[src/rtl/pc_pkg.sv]
// Shared types and constants for the RV32I program-counter generator.
package pc_pkg;

  localparam int DEFAULT_XLEN = 32;
  localparam int INSN_BYTES   = 4;

  typedef enum logic [1:0] {
    BOOT  = 2'd0,
    RUN   = 2'd1,
    FAULT = 2'd2
  } pc_state_t;

  typedef enum logic [1:0] {
    SEQ    = 2'd0,
    BRANCH = 2'd1,
    JALR   = 2'd2,
    TRAP   = 2'd3
  } redirect_cause_t;

  // Fetch addresses must be word aligned; any set low bit is a fault.
  function automatic logic is_misaligned(input logic [1:0] low_bits);
    return |low_bits;
  endfunction

endpackage

[src/rtl/pc_history_buf.sv]
// Circular buffer of the most recent accepted redirects, entries {source_pc, target}.
// Read index 0 returns the newest entry; the oldest entry is overwritten when full.
module pc_history_buf
  import pc_pkg::*;
#(
  parameter int XLEN  = DEFAULT_XLEN,
  parameter int DEPTH = 4
) (
  input  logic                     clk,
  input  logic                     rst,
  input  logic                     wr_en_i,
  input  logic [XLEN-1:0]          wr_src_i,
  input  logic [XLEN-1:0]          wr_tgt_i,
  input  logic [$clog2(DEPTH)-1:0] rd_idx_i,
  output logic [2*XLEN-1:0]        rd_data_o
);

  localparam int PW = $clog2(DEPTH);

  logic [2*XLEN-1:0] mem_q [DEPTH];
  logic [PW-1:0]     wr_ptr_q;
  logic [PW-1:0]     rd_ptr_s;

  // Write the new record at the pointer and advance it; DEPTH is a power of 2 so it wraps naturally.
  always_ff @(posedge clk) begin
    if (rst) begin
      wr_ptr_q <= '0;
      for (int i = 0; i < DEPTH; i++) begin
        mem_q[i] <= '0;
      end
    end else if (wr_en_i) begin
      mem_q[wr_ptr_q] <= {wr_src_i, wr_tgt_i};
      wr_ptr_q        <= wr_ptr_q + PW'(1);
    end else begin
      wr_ptr_q <= wr_ptr_q;
    end
  end

  // Newest-first combinational read: entry[(wr_ptr - 1 - idx) mod DEPTH].
  always_comb begin
    rd_ptr_s  = wr_ptr_q - PW'(1) - rd_idx_i;
    rd_data_o = mem_q[rd_ptr_s];
  end

endmodule

[src/rtl/pc_gen.sv]
// Program-counter generator: sequential +4, branch, JALR and trap redirects,
// valid/ready handshake to fetch, misaligned-target fault parking.
// Optional redirect history buffer enabled by defining PC_GEN_HISTORY_EN.
module pc_gen
  import pc_pkg::*;
#(
  parameter int              XLEN         = DEFAULT_XLEN,
  parameter logic [XLEN-1:0] RESET_VECTOR = XLEN'(32'h0000_0000),
  parameter logic [XLEN-1:0] TRAP_VECTOR  = XLEN'(32'h0000_0100),
  parameter int              HIST_DEPTH   = 4
) (
  input  logic                          clk,
  input  logic                          rst,
  input  logic                          stall,
  input  logic                          fetch_ready,
  input  logic                          branch_taken,
  input  logic [XLEN-1:0]               branch_pc,
  input  logic [XLEN-1:0]               branch_offset,
  input  logic                          jalr,
  input  logic [XLEN-1:0]               jalr_base,
  input  logic [XLEN-1:0]               jalr_offset,
  input  logic                          trap,
  output logic [XLEN-1:0]               pc,
  output logic                          pc_valid,
  output logic [XLEN-1:0]               pc_plus4,
  output logic                          misalign,
`ifdef PC_GEN_HISTORY_EN
  output logic [XLEN-1:0]               misalign_addr,
  input  logic [$clog2(HIST_DEPTH)-1:0] hist_idx,
  output logic [2*XLEN-1:0]             hist_data
`else
  output logic [XLEN-1:0]               misalign_addr
`endif
);

  localparam logic [XLEN-1:0] STEP = XLEN'(INSN_BYTES);

  pc_state_t       state_q, state_d;
  logic [XLEN-1:0] pc_q, pc_d;
  logic            pc_valid_q, pc_valid_d;
  logic            misalign_q, misalign_d;
  logic [XLEN-1:0] maddr_q, maddr_d;

  redirect_cause_t cause_s;
  logic [XLEN-1:0] pc_plus4_s;
  logic [XLEN-1:0] branch_tgt_s;
  logic [XLEN-1:0] jalr_sum_s;
  logic [XLEN-1:0] jalr_tgt_s;
  logic [XLEN-1:0] tgt_s;
  logic            tgt_misaligned_s;

  // Pick the highest-priority redirect source and its target (all sums wrap silently).
  always_comb begin
    pc_plus4_s   = pc_q + STEP;
    branch_tgt_s = branch_pc + branch_offset;
    jalr_sum_s   = jalr_base + jalr_offset;
    jalr_tgt_s   = {jalr_sum_s[XLEN-1:1], 1'b0};
    cause_s      = SEQ;
    tgt_s        = pc_plus4_s;
    if (trap) begin
      cause_s = TRAP;
      tgt_s   = TRAP_VECTOR;
    end else if (jalr) begin
      cause_s = JALR;
      tgt_s   = jalr_tgt_s;
    end else if (branch_taken) begin
      cause_s = BRANCH;
      tgt_s   = branch_tgt_s;
    end else begin
      cause_s = SEQ;
      tgt_s   = pc_plus4_s;
    end
    tgt_misaligned_s = is_misaligned(tgt_s[1:0]);
  end

  // Next-state and next-pc; a trap is honoured in every state, FAULT ignores everything else.
  always_comb begin
    state_d    = state_q;
    pc_d       = pc_q;
    misalign_d = misalign_q;
    maddr_d    = maddr_q;
    case (state_q)
      BOOT: begin
        state_d = RUN;
        if (cause_s == TRAP) begin
          pc_d = TRAP_VECTOR;
        end else begin
          pc_d = pc_q;
        end
      end
      RUN: begin
        if (cause_s == TRAP) begin
          pc_d = TRAP_VECTOR;
        end else if (cause_s != SEQ) begin
          if (tgt_misaligned_s) begin
            state_d    = FAULT;
            misalign_d = 1'b1;
            maddr_d    = tgt_s;
          end else begin
            pc_d = tgt_s;
          end
        end else if (pc_valid_q && fetch_ready && !stall) begin
          pc_d = pc_plus4_s;
        end else begin
          pc_d = pc_q;
        end
      end
      FAULT: begin
        if (cause_s == TRAP) begin
          state_d    = RUN;
          pc_d       = TRAP_VECTOR;
          misalign_d = 1'b0;
        end else begin
          state_d = FAULT;
        end
      end
      default: begin
        state_d    = BOOT;
        pc_d       = RESET_VECTOR;
        misalign_d = 1'b0;
      end
    endcase
    pc_valid_d = (state_d == RUN);
  end

  // State and output registers; reset wins over every other input.
  always_ff @(posedge clk) begin
    if (rst) begin
      state_q    <= BOOT;
      pc_q       <= RESET_VECTOR;
      pc_valid_q <= 1'b0;
      misalign_q <= 1'b0;
      maddr_q    <= '0;
    end else begin
      state_q    <= state_d;
      pc_q       <= pc_d;
      pc_valid_q <= pc_valid_d;
      misalign_q <= misalign_d;
      maddr_q    <= maddr_d;
    end
  end

  assign pc            = pc_q;
  assign pc_valid      = pc_valid_q;
  assign misalign      = misalign_q;
  assign misalign_addr = maddr_q;
  assign pc_plus4      = pc_plus4_s;

`ifdef PC_GEN_HISTORY_EN
  logic            hist_we_s;
  logic [XLEN-1:0] hist_src_s;

  // Record only accepted jalr/branch redirects taken in RUN; traps and faults are skipped.
  always_comb begin
    hist_we_s = (state_q == RUN) && ((cause_s == JALR) || (cause_s == BRANCH)) && !tgt_misaligned_s;
    if (cause_s == JALR) begin
      hist_src_s = pc_q;
    end else begin
      hist_src_s = branch_pc;
    end
  end

  pc_history_buf #(
    .XLEN  (XLEN),
    .DEPTH (HIST_DEPTH)
  ) u_hist (
    .clk       (clk),
    .rst       (rst),
    .wr_en_i   (hist_we_s),
    .wr_src_i  (hist_src_s),
    .wr_tgt_i  (tgt_s),
    .rd_idx_i  (hist_idx),
    .rd_data_o (hist_data)
  );
`endif

endmodule
[config.mk]
export PLATFORM = sky130hd
export DESIGN_NAME = pc_gen
export DESIGN_NICKNAME = d
export VERILOG_FILES = /design/src/rtl/pc_pkg.sv /design/src/rtl/pc_history_buf.sv /design/src/rtl/pc_gen.sv
export SDC_FILE = /design/constraint.sdc
export NUM_CORES = 1
export LEC_CHECK = 0
export BUFFER_PORTS_ARGS = -buffer_cell sky130_fd_sc_hd__buf_2
export CAP_MARGIN = 20
export CORE_MARGIN = 2
export CORE_UTILIZATION = 25
export DETAILED_ROUTE_END_ITERATION = 12
export HOLD_SLACK_MARGIN = 0.05
export PLACE_DENSITY_LB_ADDON = 0.08
export SYNTH_ARGS = -nofsm -noshare
export SYNTH_HDL_FRONTEND = slang
export SYNTH_SLANG_ARGS = --single-unit
[constraint.sdc]
create_clock -name clk -period 6.8 [get_ports clk]
set_clock_uncertainty 0.2 [all_clocks]
set_input_delay 2.04 -clock clk [delete_from_list [all_inputs] [get_ports clk]]
set_output_delay 2.04 -clock clk [all_outputs]
set_load 0.01 [all_outputs]
Yosys cells after proc, flatten, opt, wreduce, memory -nomap -nowiden
Cells that the tools add are included.
{"block": "word_totals", "word_cells": 53, "register_bits": 68, "out_inout_bits": 98}
{"block": "op_classes", "reduce_logical": 10, "n_bitwise": 2, "n_eq_ne": 11, "mux": 22, "n_addsub": 3}
{"cell": "2-to-1 mux 32 bit", "n": 8}
{"cell": "adder 32 bit", "n": 2}
{"cell": "one-hot mux 32 bit (2 select lines)", "n": 1}
{"cell": "adder 32 x 3 -> 32 bit (second input constant)", "n": 1}
{"cell": "2-to-1 mux 2 bit", "n": 6}
{"cell": "!= test 2 bit (second input constant)", "n": 4}
{"cell": "!= test 4 bit (second input constant)", "n": 2}
{"cell": "one-hot mux 2 bit (3 select lines)", "n": 1}
{"cell": "2-to-1 mux 1 bit", "n": 5}
{"cell": "AND reduction 5 bit", "n": 1}
{"cell": "equality test 2 x 1 -> 1 bit (second input constant)", "n": 2}
{"cell": "equality test 2 bit (second input constant)", "n": 2}
{"cell": "AND reduction 4 bit", "n": 1}
{"cell": "OR reduction 2 bit", "n": 2}
{"cell": "one-hot mux 1 bit (3 select lines)", "n": 1}
{"cell": "AND reduction 3 bit", "n": 1}
{"cell": "logical AND 1 bit", "n": 2}
{"cell": "zero test 2 bit", "n": 1}
{"cell": "!= test 2 x 1 -> 1 bit (second input constant)", "n": 1}
{"cell": "inverter 1 bit", "n": 2}
{"cell": "nonzero test 2 bit", "n": 1}
{"cell": "zero test 1 bit", "n": 1}

Depth between registers and ports, before layout
Gate-level depths: netlist of run 1.
{"block": "depth", "ltp_word": 10, "ltp_mapped": 11, "mapped_depth_nobuf": 11}

Worst setup path after synthesis of run 1
OpenSTA, ideal clock, no wires.
{"block": "synth_path", "path_kind": "in2reg", "startpoint": "input jalr_base[0]", "endpoint": "register maddr_q[26], in the netlist misalign_addr[26]", "t_required_ns": 6.485, "t_arrival_ns": 4.372, "slack_ns": 2.113, "n_path_buf": 0, "cell_stages": 11, "path_cell_list": "and2_1 -> fa_1 -> a21o_1 -> a311oi_2 -> nor4_2 -> o211ai_1 -> a21oi_1 -> nor2_1 -> mux2_2 -> a41o_1 -> and2_1"}
{"block": "synth_between", "elab_chain_cells": 5}
{"element": "from (decl)", "line_no": "pc_gen.sv:20", "source": "input logic [XLEN-1:0] jalr_base,"}
{"element": "adder 32 bit *", "line_no": "pc_gen.sv:56", "source": "jalr_sum_s = jalr_base + jalr_offset;"}
{"element": "2-to-1 mux 32 bit *", "line_no": "pc_gen.sv:63", "source": "end else if (jalr) begin"}
{"element": "2-to-1 mux 32 bit *", "line_no": "pc_gen.sv:60", "source": "if (trap) begin"}
{"element": "OR reduction 2 bit", "line_no": "pc_pkg.sv:22", "source": "return |low_bits;"}
{"element": "AND reduction 4 bit (no source line)"}
{"element": "to (signal assigned)", "line_no": "pc_gen.sv:139", "source": "maddr_q <= maddr_d;"}
{"element": "to (decl)", "line_no": "pc_gen.sv:42", "source": "logic [XLEN-1:0] maddr_q, maddr_d;"}
Mark *: on every way between the ends. The rest lies on a longest branch, timed or not.
A chain may end at the register's enable or synchronous reset.

Worst setup path in the final report of run 1
{"block": "layout_path", "startpoint": "input branch_pc[0]", "endpoint": "register maddr_q[16], in the netlist misalign_addr[16]"}
{"block": "layout_between", "elab_chain_cells": 6}
{"element": "from (decl)", "line_no": "pc_gen.sv:17", "source": "input logic [XLEN-1:0] branch_pc,"}
{"element": "adder 32 bit *", "line_no": "pc_gen.sv:55", "source": "branch_tgt_s = branch_pc + branch_offset;"}
{"element": "2-to-1 mux 32 bit *", "line_no": "pc_gen.sv:66", "source": "end else if (branch_taken) begin"}
{"element": "2-to-1 mux 32 bit *", "line_no": "pc_gen.sv:63"}
{"element": "2-to-1 mux 32 bit *", "line_no": "pc_gen.sv:60"}
{"element": "OR reduction 2 bit", "line_no": "pc_pkg.sv:22"}
{"element": "AND reduction 4 bit (no source line)"}
Marks and branches as above.

==> results of run 1 <==
## power by group through the flow
stage          registers (mW)  logic, mW  clock network [mW]
6_report                0.440      0.626               0.462
5_1_grt                 0.442      0.687               0.488
4_1_cts                 0.440      0.628               0.474
3_5_place_dp            0.448      0.624                   0
3_3_place_gp            0.448      0.627                   0
2_1_floorplan           0.449      0.396                   0
## layout make-up
cell class	count	area (sq um)	area share [%]
well taps	378	473	5.37
flip-flops and latches	68	1360	15.4
repair buffers	239	1220	13.8
inverters	21	78.8	0.894
clock inverters	5	53.8	0.610
multi-input cells	810	5400	61.3
clock buffers	10	229	2.60
## sequential cells by signal (all words and copies together) (netlist names)
| signal | flops |
|---|---|
| misalign | 1 |
| misalign_addr | 32 |
| pc | 32 |
| pc_valid | 1 |
| state_q | 2 |
## placed cells by master, fill, tap and decap left out, types with 15 or more instances in the layout
cell	synthesis	layout
a31oi_1	15	15
a21o_1	31	31
nand2_1	128	128
xor2_1	27	27
a21oi_1	101	101
nand4_1	16	16
buf_2	6	232
inv_1	21	21
nor2_1	56	56
nand3_1	24	24
xnor2_1	49	49
ha_1	62	62
o21ai_0	57	57
nor3_1	25	25
dfxtp_1	68	68
## layer usage
metal / global-route usage (%) / vias up / share of wire (%)
li1: - / 3900 / -
met1: 27.5 / 3636 / 46
met2: 32.4 / 278 / 44
met3: 3.46 / 44 / 6.7
met5: 0 / - / 0
met4: 7.49 / 0 / 3.2
## cell families (layout without fill, tap and decap cells)
family / count (synthesis) / in the layout / share of synthesized area [%]
compound gates: 331 / 331 / 31.1
simple gates: 327 / 327 / 22.5
xor+xnor: 76 / 76 / 9.41
flops: 68 / 68 / 19.2
fa+ha+maj: 64 / 64 / 11.5
buf+inv: 62 / 275 / 4.39
mux: 12 / 12 / 1.77
## how the worst min path moves through the flow
stage	from	to	slack, ns	cells after the start
2_1_floorplan	state_q[0]$_SDFF_PP0_	pc[8]$_SDFFE_PP0P_	0.25	1
3_3_place_gp	misalign_addr[3]$_SDFFE_PP0P_	misalign_addr[3]$_SDFFE_PP0P_	0.24	2
3_5_place_dp	misalign_addr[9]$_SDFFE_PP0P_	misalign_addr[9]$_SDFFE_PP0P_	0.25	2
4_1_cts	misalign_addr[9]$_SDFFE_PP0P_	misalign_addr[9]$_SDFFE_PP0P_	0.25	2
5_1_grt	misalign_addr[18]$_SDFFE_PP0P_	misalign_addr[18]$_SDFFE_PP0P_	0.27	2
6_report	misalign_addr[5]$_SDFFE_PP0P_	misalign_addr[5]$_SDFFE_PP0P_	0.25	2
## critical path, delay by kind of cell
kind | cells | cell delay (ns)
fa+ha+maj | 2 | 0.64
compound gates | 7 | 2.27
simple gates | 2 | 0.18
buf+inv | 1 | 0.10
## per-stage QoR
step                      util, %  power, mW  cell area [sq um]
after floorplan                 -      0.846               7070
after global placement       30.7       1.08               8520
after detailed placement     30.7       1.07               8530
after CTS                    31.7       1.54               8810
after global routing         31.7       1.62               8810
final                        31.7       1.53               8810
==> results.py, run 1 <==
metrics = {
    "yosys": {
        "syn_area_per_cell_sq_um": 7.52,
        "ys_seq_area_share_pct": 19.2,
        "synthTopCellsByCount": "nand2_1 (128), a21oi_1 (101), dfxtp_1 (68)",
        "synth.most_common_cell": "nand2_1",
        "netlist-cell-type-count": 86,
        "synth.top_cell.area_share_pct": 19.2,
        "postSynth.asyncResetShare_pct": 0,
        "syn-num-nets": 1139,
        "syn_inst": 940,
        "yosys_warnings": 0,
        "synth_seq_cells": 68,
        "synth_ff_type": "dfxtp_1",
        "yosysTopAreaCell": "dfxtp_1",
        "netlist_top_cells_area": "dfxtp_1 (19%), ha_1 (11%), a21oi_1 (7.1%)",
        "synth-edff-count": 0,
        "netlist_area_sq_um": 7070,
    },
    "cells_and_area": {
        "fillers": 3170,
        "fin_cells": 1531,
        "nNetsFinal": 1348,
        "areaGrowthSynthToFinish_pct": 24.6,
        "antennaDiodeCount": 0,
        "drive_above_1_share_pct": 25.0,
    },
    "cts": {
        "cts.sinks": 68,
        "cts_root_buffer": "clkbuf_16",
        "clk_path_buf_depth": 2,
        "cts_buffers": 9,
        "cts_resized": 0,
        "post-cts-setup-buffers": 0,
        "htree_levels": 3,
        "clock_latency_ns": 0.35,
        "cts_tree": "done",
        "cts_hold_buffers": 0,
        "clkTransAtPathRegs_ns": 0.06,
    },
    "detailed_routing": {
        "drt-initial-drc-count": 595,
        "routed_wirelength_mm": 30.7,
        "ant_nets": 0,
        "viasPerCell": 5.13,
        "firstDrtPassIters": 5,
        "wl_per_cell_um": 20.0,
        "vias": 7858,
        "drc": 0,
    },
    "setup_path": {
        "crit_path_max_incr_delay_ns": 0.50,
        "cp-end-kind": "register",
        "rrSetupSlack_ns": 3.62,
        "cp.arrival_ns": 5.23,
        "crit_required_ns": 6.87,
        "cp-endpoint": "misalign_addr[16]$_SDFFE_PP0P_",
        "worstPathCellList": "buf_2, ha_1, fa_1, a211oi_1, o21ai_0, a21oi_2, o21ai_0, a21boi_0, nor2_1, a311oi_1, nand2_1, a21oi_1",
        "crit_type": "input port to register",
        "start_kind": "input port",
        "crit_slowest_cell": "a311oi_1",
        "critPathMostFrequentCell": "o21ai_0",
        "cp-startpoint": "branch_pc[0]",
        "reg2regPathDepth": 9,
        "path_max_fanout": 3,
        "r2r-start": "pc[3]$_SDFFE_PP0P_",
        "rr_endpoint": "misalign_addr[30]$_SDFFE_PP0P_",
    },
    "floorplanning": {
        "die_w_um": 172,
        "fp.dieH_um": 172,
        "start_util_pct": 25.5,
        "core_sq_um": 27800,
        "num_io_pins": 233,
        "die_area_sq_um": 29600,
        "std_cell_rows": 61,
    },
    "sta": {
        "finalCritPeriodShare_pct": 75.9,
        "finalMaxSlewViolations": 0,
        "rsz0062_at_grt": "false",
        "clock.fmax_mhz": 194,
        "whs_ns": 0.251,
        "relSlewSlack_pct": 38.0,
        "fin_crit_ns": 5.16,
        "worst_pin_slew_ns": 0.921,
        "final_hold_viol_count": 0,
        "setup_viol": 0,
        "setup_ws_ns": 1.64,
        "setup_tns_ns": 0,
    },
    "pwr": {
        "p_sw_mw": 0.587,
        "internal_power_mw": 0.941,
        "power_frac_clock_pct": 30.2,
        "vdd_ir_drop_max_uv": 138,
        "swShare_pct": 38.4,
        "power_frac_seq_pct": 28.8,
        "powerDensity_nw_per_um2": 173,
        "power_frac_comb_pct": 41.0,
        "power_leakage_nw": 4.07,
    },
    "placed_design": {
        "dp.cells": 1516,
        "gp_congestion": 0.853,
        "port_buffers": 232,
        "post-place-ws_ns": 1.35,
        "dp_hpwl_mm": 25.3,
    },
    "grt": {
        "grt_max_degree": 41,
        "antenna_found_initial": 0,
        "grt_usage_pct": 20.3,
        "grt_pass1_vias": 7666,
        "grt_overflow": 0,
        "grt_pass1_wl_mm": 45.3,
    },
    "min_path": {
        "holdCritPathClass": "register to register",
    },
    "outcome": {
        "outcome": "complete, no violations",
    },
    "flow_run": {
        "maxCapViolations": 0,
    },
}
Power figures use the tool's default switching activity.
==> run 2, diff against run 1 <==
--- a/config.mk
+++ b/config.mk
@@ -5,6 +5,7 @@
 export SDC_FILE = /design/constraint.sdc
 export NUM_CORES = 1
 export LEC_CHECK = 0
+export ABC_AREA = 1
 export BUFFER_PORTS_ARGS = -buffer_cell sky130_fd_sc_hd__buf_2
 export CAP_MARGIN = 20
 export CORE_MARGIN = 2
==> constraint.sdc (replaced) <==
create_clock -name clk -period 4.2 [get_ports clk]
set_clock_uncertainty 0.2 [all_clocks]
set_input_delay 1.26 -clock clk [delete_from_list [all_inputs] [get_ports clk]]
set_output_delay 1.26 -clock clk [all_outputs]
set_load 0.01 [all_outputs]
==> results.py, run 2 <==
metrics = {
    "detailed_routing": {
        "ant_nets": 0,
        "vias": 10046,
        "firstDrtPassIters": 5,
        "wl_per_cell_um": 16.6,
        "viasPerCell": 4.55,
        "routed_wirelength_mm": 36.7,
        "drc": 0,
        "drt-initial-drc-count": 475,
    },
    "placed_design": {
        "dp_hpwl_mm": 31.6,
        "gp_congestion": 0.887,
        "post-place-ws_ns": 0.312,
        "port_buffers": 232,
        "dp.cells": 2194,
        "dpl_cell_area_sq_um": 10100,
    },
    "pwr": {
        "powerDensity_nw_per_um2": 248,
        "power_leakage_nw": 5.67,
        "vdd_ir_drop_max_uv": 146,
        "power_mw": 2.59,
    },
    "yosys": {
        "netlist_top_cells_area": "nand2_1 (23%), dfxtp_1 (16%), inv_1 (9.8%)",
        "synth.most_common_cell": "nand2_1",
        "syn-num-nets": 1734,
        "synth_seq_cells": 68,
        "yosysTopAreaCell": "nand2_1",
        "synth-edff-count": 0,
        "synthTopCellsByCount": "nand2_1 (517), inv_1 (221), nor2_1 (143)",
        "synth.top_cell.area_share_pct": 22.9,
        "yosys_warnings": 0,
        "synth_ff_type": "dfxtp_1",
        "netlist_area_sq_um": 8470,
        "ys_seq_area_share_pct": 16.1,
        "syn_inst": 1535,
        "syn_area_per_cell_sq_um": 5.52,
        "netlist-cell-type-count": 44,
        "postSynth.asyncResetShare_pct": 0,
    },
    "sta": {
        "relSlewSlack_pct": 40.1,
        "rsz0062_at_grt": "false",
        "fin_crit_ns": 3.74,
        "whs_ns": 0.261,
        "clock.fmax_mhz": 267,
        "finalCritPeriodShare_pct": 89.1,
        "setup_viol": 0,
        "finalMaxSlewViolations": 0,
        "setup_tns_ns": 0,
        "worst_pin_slew_ns": 0.897,
        "final_hold_viol_count": 0,
        "setup_ws_ns": 0.457,
    },
    "cts": {
        "clk_path_buf_depth": 2,
        "cts_hold_buffers": 0,
        "htree_levels": 3,
        "cts.sinks": 68,
        "cts_resized": 0,
        "clkTransAtPathRegs_ns": 0.06,
        "cts_root_buffer": "clkbuf_16",
        "cts_buffers": 9,
        "post-cts-setup-buffers": 0,
        "cts_tree": "done",
        "clock_latency_ns": 0.34,
    },
    "cells_and_area": {
        "postLayoutCellArea_sq_um": 10400,
        "antennaDiodeCount": 0,
        "nNetsFinal": 1956,
        "areaGrowthSynthToFinish_pct": 23.2,
        "final_common_cell": "nand2_1",
        "fillers": 3895,
        "final_cell_mix": "nand2_1 (517), buf_2 (232), inv_1 (221), nor2_1 (143), a21oi_1 (131)",
        "finish.utilization_pct": 31.2,
        "fin_cells": 2210,
        "drive_above_1_share_pct": 16.7,
    },
    "setup_path": {
        "path_max_fanout": 6,
        "start_kind": "register",
        "cp.arrival_ns": 2.28,
        "r2r-start": "pc[3]$_SDFFE_PP0P_",
        "rrSetupSlack_ns": 1.50,
        "crit_required_ns": 2.74,
        "cp-end-kind": "primary output",
        "crit_type": "register to primary output",
        "rr_endpoint": "pc[24]$_SDFFE_PP0P_",
        "reg2regPathDepth": 15,
    },
    "floorplanning": {
        "core_sq_um": 33400,
        "std_cell_rows": 67,
        "die_w_um": 188,
        "fp.dieH_um": 188,
        "start_util_pct": 25.3,
        "num_io_pins": 233,
        "die_area_sq_um": 35400,
    },
    "flow_run": {
        "maxCapViolations": 0,
    },
    "min_path": {
        "hold_start": "misalign$_SDFFE_PP0P_",
        "min_path_cells": 2,
        "holdPathEnd": "misalign$_SDFFE_PP0P_",
        "holdCritPathClass": "register to register",
    },
    "grt": {
        "grt_max_degree": 41,
        "grt_overflow": 0,
        "grt_usage_pct": 20.4,
        "antenna_found_initial": 0,
        "grt_pass1_wl_mm": 55.4,
        "grt_pass1_vias": 9773,
    },
    "outcome": {
        "outcome": "complete, no violations",
    },
}
[run 2: layout make-up]
class	count	area [sq um]	area share (%)
repair buffers	247	1290	12.3
multi-input cells	1202	6040	57.9
clock buffers	12	246	2.36
flip-flops and latches	68	1360	13.1
clock inverters	4	72.6	0.696
inverters	229	865	8.29
well taps	448	561	5.37
[run 2: worst max-delay path, stage by stage (launching register included)]
cell and delay, ns:
dfxtp_1 0.56, nand2_1 0.16, nor2_4 0.16, nand4_2 0.13, nor2_1 0.12, nand2_1 0.11
nor2_1 0.22, nor2_1 0.06, or2_1 0.26, buf_2 0.16
[run 2: worst max-delay path by stage]
stage	start	to	slack, ns	cells past startpoint
finish	pc[4]$_SDFFE_PP0P_	pc_plus4[21]	0.46	9
global route	pc[3]$_SDFFE_PP0P_	pc_plus4[20]	0.27	9
CTS	pc[4]$_SDFFE_PP0P_	pc_plus4[21]	0.44	9
detailed placement	branch_pc[0]	pc[11]$_SDFFE_PP0P_	0.31	15
global placement	branch_pc[0]	pc[11]$_SDFFE_PP0P_	0.34	15
floorplan	branch_pc[0]	pc[30]$_SDFFE_PP0P_	0.85	14
[run 2: report_power, final]
group | internal, mW | switching (mW) | leakage (nW)
Clock | 0.536 | 0.293 | 0.153
Combinational | 0.362 | 0.683 | 4.97
Sequential | 0.681 | 0.0372 | 0.553
[run 2: cells by family after synthesis]
family | count (synthesis) | share of synthesized area (%)
xor gates and xnor gates | 27 | 2.79
AOI/OAI and AO/OA | 227 | 14.6
DFF | 68 | 16.1
and+or+nand+nor | 884 | 44.3
adders and majority gates | 64 | 9.63
buffers and inverters | 265 | 12.6
[run 2: routing by layer]
metal / global-route usage (%) / wire length (um) / vias to the layer above
met4: 6.42 / 994 / 0
met2: 36.5 / 17700 / 236
met1: 26.0 / 16600 / 4411
met5: 0 / 0 / -
met3: 1.27 / 1350 / 34
li1: - / - / 5365
==> run 3, diff against run 2 <==
==> constraint.sdc (replaced) <==
create_clock -name clk -period 3.9 [get_ports clk]
set_clock_uncertainty 0.2 [all_clocks]
set_input_delay 1.17 -clock clk [delete_from_list [all_inputs] [get_ports clk]]
set_output_delay 1.17 -clock clk [all_outputs]
set_load 0.01 [all_outputs]
==> results.py, run 3 (synthesis gave the netlist of run 2 again) <==
metrics = {
    "outcome": {
        "outcome": "complete, no violations",
    },
    "detailed_routing": {
        "ant_nets": 0,
        "firstDrtPassIters": 5,
        "vias": 10161,
        "drt-initial-drc-count": 481,
        "drc": 0,
        "viasPerCell": 4.57,
        "wl_per_cell_um": 16.6,
        "routed_wirelength_mm": 36.8,
    },
    "cells_and_area": {
        "areaGrowthSynthToFinish_pct": 24.4,
        "antennaDiodeCount": 0,
        "fin_cells": 2222,
        "final_common_cell": "nand2_1",
        "final_cell_mix": "nand2_1 (517), buf_2 (232), inv_1 (221), nor2_1 (143), a21oi_1 (131)",
        "seq_area_sq_um": 1360,
        "nNetsFinal": 1968,
        "drive_above_1_share_pct": 17.3,
        "multi_input_area_sq_um": 6040,
        "fillers": 3955,
    },
    "cts": {
        "cts_buffers": 9,
        "cts_root_buffer": "clkbuf_16",
        "clkTransAtPathRegs_ns": 0.06,
        "cts_resized": 0,
        "post-cts-setup-buffers": 0,
        "clock_latency_ns": 0.34,
        "htree_levels": 3,
        "cts_tree": "done",
        "cts_hold_buffers": 0,
        "cts.sinks": 68,
        "clk_path_buf_depth": 2,
    },
    "sta": {
        "final_hold_viol_count": 0,
        "finalMaxSlewViolations": 0,
        "rsz0062_at_grt": "false",
        "setup_tns_ns": 0,
        "worst_pin_slew_ns": 0.920,
        "clock.fmax_mhz": 276,
        "relSlewSlack_pct": 38.6,
        "finalCritPeriodShare_pct": 92.9,
        "fin_crit_ns": 3.62,
        "setup_viol": 0,
    },
    "min_path": {
        "hold_start": "misalign_addr[0]$_SDFFE_PP0P_",
        "holdPathEnd": "misalign_addr[0]$_SDFFE_PP0P_",
        "holdCritPathClass": "register to register",
        "min_path_cells": 2,
    },
    "placed_design": {
        "port_buffers": 232,
        "dp_hpwl_mm": 31.9,
        "gp_congestion": 0.882,
        "dp.cells": 2206,
    },
    "pwr": {
        "vdd_ir_drop_max_uv": 196,
        "power_mw": 2.81,
        "power_leakage_nw": 5.73,
        "powerDensity_nw_per_um2": 267,
    },
    "flow_run": {
        "maxCapViolations": 0,
    },
    "floorplanning": {
        "num_io_pins": 233,
        "std_cell_rows": 67,
        "start_util_pct": 25.3,
        "die_w_um": 188,
        "die_area_sq_um": 35400,
        "fp.dieH_um": 188,
        "core_sq_um": 33400,
    },
    "setup_path": {
        "crit_type": "register to primary output",
        "r2r-start": "pc[3]$_SDFFE_PP0P_",
        "reg2regPathDepth": 12,
        "rr_endpoint": "misalign_addr[12]$_SDFFE_PP0P_",
        "path_max_fanout": 5,
        "crit_required_ns": 2.53,
        "rrSetupSlack_ns": 1.19,
        "start_kind": "register",
        "cp-end-kind": "primary output",
        "cp.arrival_ns": 2.25,
    },
    "grt": {
        "grt_pass1_wl_mm": 56.2,
        "grt_usage_pct": 20.6,
        "grt_overflow": 0,
        "antenna_found_initial": 0,
        "grt_pass1_vias": 9907,
        "grt_max_degree": 42,
    },
}
==> run 3: power breakdown <==
part	internal (mW)	total (mW)	switching, mW
logic	0.405	1.15	0.743
registers	0.733	0.772	0.0388
clock network	0.577	0.891	0.315
total	1.71	2.81	1.10
==> run 3: layout make-up <==
class / count / area share, %
multi-input combinational: 1202 / 57.3
timing repair buffer: 259 / 13.2
sequential: 68 / 12.9
inverter: 229 / 8.21
tap: 448 / 5.32
clock buffer: 12 / 2.34
clock inverter: 4 / 0.689
==> run 3: metrics by stage <==
stage	utilization [%]	worst slack (ns)	hold slack, ns	area, sq um
after floorplan	-	0.642	0.267	8470
after global placement	30.5	0.121	0.252	10200
after detailed placement	30.5	0.101	0.255	10200
after CTS	31.5	0.227	0.264	10500
after global routing	31.5	0.0895	0.279	10500
final	31.5	0.278	0.259	10500
==> run 3: worst max-delay path by stage <==
stage | startpoint | end | slack (ns) | depth (start not counted)
after detailed placement | branch_pc[0] | pc[29]$_SDFFE_PP0P_ | 0.10 | 13
final | pc[8]$_SDFFE_PP0P_ | pc_plus4[15] | 0.28 | 6
after global routing | pc[3]$_SDFFE_PP0P_ | pc_plus4[20] | 0.09 | 9
after global placement | branch_pc[0] | pc[29]$_SDFFE_PP0P_ | 0.12 | 13
after CTS | pc[3]$_SDFFE_PP0P_ | pc_plus4[20] | 0.23 | 9
after floorplan | branch_pc[0] | pc[30]$_SDFFE_PP0P_ | 0.64 | 14
==> run 3: metal layers <==
layer / wire length, um / share of wire [%] / up-vias / GRT usage, %
met4: 1030 / 2.8 / 0 / 6.57
met2: 18000 / 49 / 247 / 37.0
met5: 0 / 0 / - / 0
met3: 1180 / 3.2 / 40 / 1.65
met1: 16600 / 45 / 4478 / 26.0
li1: - / - / 5396 / -
==> run 3: worst max-delay path, cell delays in order (launching register included) <==
cell and delay, ns:
dfxtp_1 0.54, inv_1 0.15, nor3_2 0.22, nand2_1 0.14
nor2_2 0.27, xor2_1 0.36, buf_2 0.21
